[src/rtl/arbitro_escritura_registros.sv]
// Write-port arbiter between the ALU and load writeback paths, plus a
// pending-write scoreboard that flags RAW/WAW hazards to the issue logic.
module arbitro_escritura_registros #(
  parameter int unsigned ADDR_W = 5,
  parameter int unsigned DATA_W = 32,
  parameter int unsigned NREG   = 2 ** ADDR_W
) (
  input  logic              clk,
  input  logic              reset,
  input  logic              alu_valid,
  output logic              alu_ready,
  input  logic [ADDR_W-1:0] alu_dir,
  input  logic [DATA_W-1:0] alu_dato,
  input  logic              mem_valid,
  output logic              mem_ready,
  input  logic [ADDR_W-1:0] mem_dir,
  input  logic [DATA_W-1:0] mem_dato,
  input  logic              iss_valid,
  output logic              iss_ready,
  input  logic [ADDR_W-1:0] iss_dir,
  input  logic [ADDR_W-1:0] ra1,
  input  logic [ADDR_W-1:0] ra2,
  output logic              busy1,
  output logic              busy2,
  output logic              reg_write,
  output logic [ADDR_W-1:0] dir,
  output logic [DATA_W-1:0] di,
  output logic              grant_mem
);

  // last_q = 1 means the load path won the most recent transfer.
  logic              last_q, last_d;
  logic              reg_write_q, reg_write_d;
  logic [ADDR_W-1:0] dir_q, dir_d;
  logic [DATA_W-1:0] di_q, di_d;
  logic              grant_mem_q, grant_mem_d;
  logic [NREG-1:0]   pend_q, pend_d;

  logic              alu_xfer, mem_xfer, xfer;
  logic [ADDR_W-1:0] w_dir;
  logic [DATA_W-1:0] w_dato;

  always_comb begin
    alu_ready = alu_valid && (!mem_valid || last_q);
    mem_ready = mem_valid && (!alu_valid || !last_q);
    alu_xfer  = alu_valid && alu_ready;
    mem_xfer  = mem_valid && mem_ready;
    xfer      = alu_xfer || mem_xfer;
    w_dir     = mem_xfer ? mem_dir  : alu_dir;
    w_dato    = mem_xfer ? mem_dato : alu_dato;
    iss_ready = !pend_q[iss_dir] || (iss_dir == '0);
    busy1     = pend_q[ra1] && (ra1 != '0);
    busy2     = pend_q[ra2] && (ra2 != '0);
  end

  always_comb begin
    last_d      = last_q;
    reg_write_d = 1'b0;
    dir_d       = dir_q;
    di_d        = di_q;
    grant_mem_d = grant_mem_q;
    pend_d      = pend_q;
    if (xfer) begin
      last_d      = mem_xfer;
      reg_write_d = (w_dir != '0);
      dir_d       = w_dir;
      di_d        = w_dato;
      grant_mem_d = mem_xfer;
      pend_d[w_dir] = 1'b0;
    end
    // Applied after the clear so a same-cycle issue keeps the register pending.
    if (iss_valid && iss_ready && (iss_dir != '0)) begin
      pend_d[iss_dir] = 1'b1;
    end
    pend_d[0] = 1'b0;
  end

  always_ff @(posedge clk) begin
    if (reset) begin
      last_q      <= 1'b1;
      reg_write_q <= 1'b0;
      dir_q       <= '0;
      di_q        <= '0;
      grant_mem_q <= 1'b0;
      pend_q      <= '0;
    end else begin
      last_q      <= last_d;
      reg_write_q <= reg_write_d;
      dir_q       <= dir_d;
      di_q        <= di_d;
      grant_mem_q <= grant_mem_d;
      pend_q      <= pend_d;
    end
  end

  assign reg_write = reg_write_q;
  assign dir       = dir_q;
  assign di        = di_q;
  assign grant_mem = grant_mem_q;

endmodule

[config.mk]
export PLATFORM = sky130hd
export DESIGN_NAME = arbitro_escritura_registros
export DESIGN_NICKNAME = d
export VERILOG_FILES = /design/src/rtl/arbitro_escritura_registros.sv
export SDC_FILE = /design/constraint.sdc
export NUM_CORES = 1
export LEC_CHECK = 0
export CORE_MARGIN = 5
export CORE_UTILIZATION = 48
export CTS_BUF_LIST = sky130_fd_sc_hd__clkbuf_8
export CTS_CLUSTER_SIZE = 30
export DETAILED_ROUTE_END_ITERATION = 8
export HOLD_SLACK_MARGIN = 0.08
export PLACE_DENSITY = 0.87
export SETUP_SLACK_MARGIN = 0.05
export SYNTH_ARGS = -nofsm -noshare
export SYNTH_HDL_FRONTEND = slang
export SYNTH_SLANG_ARGS = --single-unit
[constraint.sdc]
create_clock -name clk -period 2.1 [get_ports clk]
set_input_delay 0.315 -clock clk [delete_from_list [all_inputs] [get_ports clk]]
set_output_delay 0.315 -clock clk [all_outputs]
set_load 0.01 [all_outputs]
## After elaboration in Yosys (flattened, before gate mapping)

Index checks and enable logic that the tools add are counted.
W data, S select, Z words.

- Flip-flop bits (word level): 72
- Input port bits: 94

- Magnitude comparators: 6
- Muxes and demuxes: 14
- Bitwise gates (word level): 4
- Reductions and logical operators: 24

Operators with widths:

| cell | number |
|---|---|
| $mux W32 | 3 |
| $and A32 B32 Y32 | 1 |
| $not A32 Y32 | 1 |
| $or A32 B32 Y32 | 1 |
| $lt A5 B6 Y1 const B | 4 |
| $reduce_bool A5 Y1 | 4 |
| $bmux W1 S5 | 3 |
| $demux W1 S5 | 2 |
| $ge A5 B1 Y1 const B | 2 |
| $logic_and A1 B1 Y1 | 10 |
| $logic_not A5 Y1 | 1 |
| $mux W1 | 5 |
| $mux W5 | 1 |
| $logic_not A1 Y1 | 4 |
| $logic_or A1 B1 Y1 | 4 |
| $reduce_or A2 Y1 | 1 |
| $not A1 Y1 | 1 |

## Longest topological paths before layout

- Word-level depth: 14
- Depth in mapped cells: 7
- Depth with buffers taken out: 5

## Worst setup path before layout

OpenSTA, ideal clock, no wires.

- Kind: input to output
- Start point: input port iss_dir[0]
- End point: output port iss_ready
- Arrival: 1664 ps
- Required time: 1785 ps
- Slack: 121 ps
- Stages: 6
- Path buffers: 2
- Cell sequence: buf_4 buf_4 mux4_2 nor2_1 nor4_1 nor4_1

- Cells in the longest elaborated chain, start to end: 4

RTL lines:

| element | line | text |
|---|---|---|
| start: declaration | 20 | `input logic [ADDR_W-1:0] iss_dir,` |
| $bmux W1 S5 | 51 | `iss_ready = !pend_q[iss_dir] \|\| (iss_dir == '0);` |
| $mux W1 (implied by the code) | 51 |  |
| $logic_not A1 Y1 | 51 |  |
| $logic_or A1 B1 Y1 (*) | 51 |  |
| end: declaration | 19 | `output logic iss_ready,` |

Mark *: on every way between the ends. The rest lies on a longest branch, timed or not. The select of a mux whose other input is x is not followed.

## Worst setup path in the final report

- Start point: input port iss_dir[4]
- End point: output port iss_ready

The elaborated chain is that of the path after synthesis.

==> out/results.ini <==
[clocking]
cts_made_buffers=9
cts.sinks=71
path_clk_slew_ns=0.09
ctsHoldBuffers=0
cts_max_path_buffers=2
clock_tree_from_tritoncts=built
htree_num_levels=3
clock-root-buffer=clkbuf_8
clock_latency_ns=0.35

[global_route]
grt.overflow.total=0
first_global_vias=4679
number_of_antenna_violations_at_the_first_check_in_global_routing=0
overall_fraction_of_global_route_tracks_in_use_pct=28.2
grt_max_degree=63
grt_first_pass_wirelength_um=23200

[cells_and_area]
post_layout_nonfiller_instances=759
fillCellCount=601
sequential_cell_area_um2=1440
number_of_nets_in_the_finished_design=740
drive_above_1_share_pct=21.5
area_growth_pct=50.1
diodes=0
multi_input_comb_area_um2=2520

[floorplan]
die_area_um2=10700
rows=34
die_x_um=103
boundaryPins=138
coreArea_um2=8590
initial_core_util_pct=48.5
die_y_um=103

[critical_path]
path_class=primary input to primary output
critPathLaunchType=primary input
critPathMaxFanout=4
crit_path_end_kind=primary output
critical_path_required_ns=1.78
arrival_ns=1.96

[timing]
transition_time_at_the_pin_with_the_least_slew_margin_ns=0.601
report.final.slew_viol_count=0
period_utilisation_layout_pct=108
finalCriticalPeriod_ns=2.28
setup_violations=3
hold-worst-slack_ns=0.302
setup_ws_ns=-0.177
max-slew-margin-rel_pct=59.9
rsz0062_at_grt=yes
max_freq_ghz=0.439
finalHoldViolations=0
clock_skew_ns=0.00838

[synthesis]
syn_nets=570
synth_seq_cells=71
synth_cell_types=44
yosys.area.top_type_share_pct=34.1
number_of_flops_mapped_to_enable_cells_by_yosys=0
yosysWarningCount=0
synth_area_um2=4170
synth_top_cells_by_count=nand2_1, dfxtp_1, nor2_1
yosys.area.top_type=dfxtp_1
sequential_share_of_the_synthesized_area_pct=34.1
ys_top_cells_by_area=dfxtp_1, mux4_2, nand2_1, a311oi_1, nor2_1
synth-async-reset-ratio_pct=0
postSynthCellCount=476
synth.most_common_cell=nand2_1
synth_area_per_cell_um2=8.76
dominantRegCellSynth=dfxtp_1

[placement]
portBuffers=137
gp_congestion=1.03
post-dp-hpwl_um=11000
place_inst=739

[detailed_routing]
detail-route-antenna-nets=0
post_drt_wl_per_cell_um=19.8
wl_met2_um=7220
vias_per_cell=6.18
totalWireLength_um=15100
highest_layer=met4
drt_drc_violations_left=0
drt_iter0_drc=416
drt_pre_antenna_iters=5
met3RoutedLength_um=1910
routed-via-count=4692
drt-met1-wl_um=5380

[run]
maxCapViolations=0

[pwr]
p_leak_nw=2.37
power-per-cell-area_nw_per_um2=579
max-vdd-ir-drop_uv=441
totalPowerFinal_w=0.00362

[outcome]
failed_checks=negative setup slack
run_status=finished, violations left

[hold_path]
min-delay-path-class=primary input to flip-flop

[layout by cell type, fill, tap and decap left out, types with 8 or more instances in the layout]
cell and instances:
buf_4 58, clkdlybuf4s50_1 122, a311oi_1 34, inv_1 24, mux4_2 21, nor2_1 59
nand2_1 82, nor4_1 17, nor2b_1 11, dlygate4sd2_1 8, clkbuf_8 9, o32ai_1 20
mux2i_1 16, dfxtp_1 59, dfxtp_2 12
[cell type report]
class	instances	area share [%]
multi-input cells	340	40.3
repair buffers	200	29.5
flip-flops and latches	71	22.9
well taps	108	2.16
clock buffers	9	1.98
clock inverters	7	1.66
inverters	24	1.44
[through the flow]
| stage | area (µm²) | setup WS, ns | TNS [ns] | util, % |
|---|---|---|---|---|
| after floorplan | 4170 | 0.121 | 0 | - |
| after global placement | 5940 | -0.810 | -3.76 | 69.2 |
| after detailed placement | 5940 | -0.876 | -6.07 | 69.2 |
| after CTS | 6220 | -0.178 | -0.499 | 72.4 |
| after global routing | 6260 | -0.233 | -0.645 | 72.9 |
| final | 6260 | -0.177 | -0.502 | 72.9 |
[power breakdown]
group | switching, W | internal, W | total, W
combinational | 0.000428 | 0.000475 | 0.000903
sequential | 0.0000462 | 0.00142 | 0.00147
clock | 0.000570 | 0.000685 | 0.00125
total | 0.00104 | 0.00258 | 0.00362
[path summary, 6_finish.rpt]
| check | slack, ns | start | depth (start not counted) | end |
|---|---|---|---|---|
| worst max-delay path | -0.18 | iss_dir[4] | 7 | iss_ready |
| worst max register to register | 0.39 | last_q | 4 | pend_q[8] |
| worst min-delay path | 0.30 | reset | 2 | pend_q[21] |
| worst min register to register | 0.49 | di[14] | 2 | di[14] |
[flip-flops by register name, summed over array words and instances (netlist names)]
register / cells
reg_write: 1
grant_mem: 1
last_q: 1
pend_q: 31
di: 32
dir: 5
[cell families after synthesis]
family,synth area share [%]
simple gates,24.7
buf+inv,6.84
flops,34.1
compound gates,16.1
mux,18.3
[layer usage]
metal  track usage (%)  vias up
li1                  -     2122
met1              32.4     2211
met2              47.2      303
met3              11.0       56
met4              11.7        0
met5                 0        -
[critical path, stage by stage]
cell and delay [ns]:
clkdlybuf4s50_1 0.54, buf_4 0.15, nand2_1 0.10, or3_1 0.42, a31oi_4 0.21, nor4_4 0.08, buf_2 0.16
[repair_timing]
action | CTS | global route
pin swaps | 3 | 2
endpoints found under the setup margin | 5 | 4
cloned | 1 | 0
setup buffers | 3 | 0
gates resized for setup | 42 | 10
No activity file was read; power rests on OpenSTA's default activity.
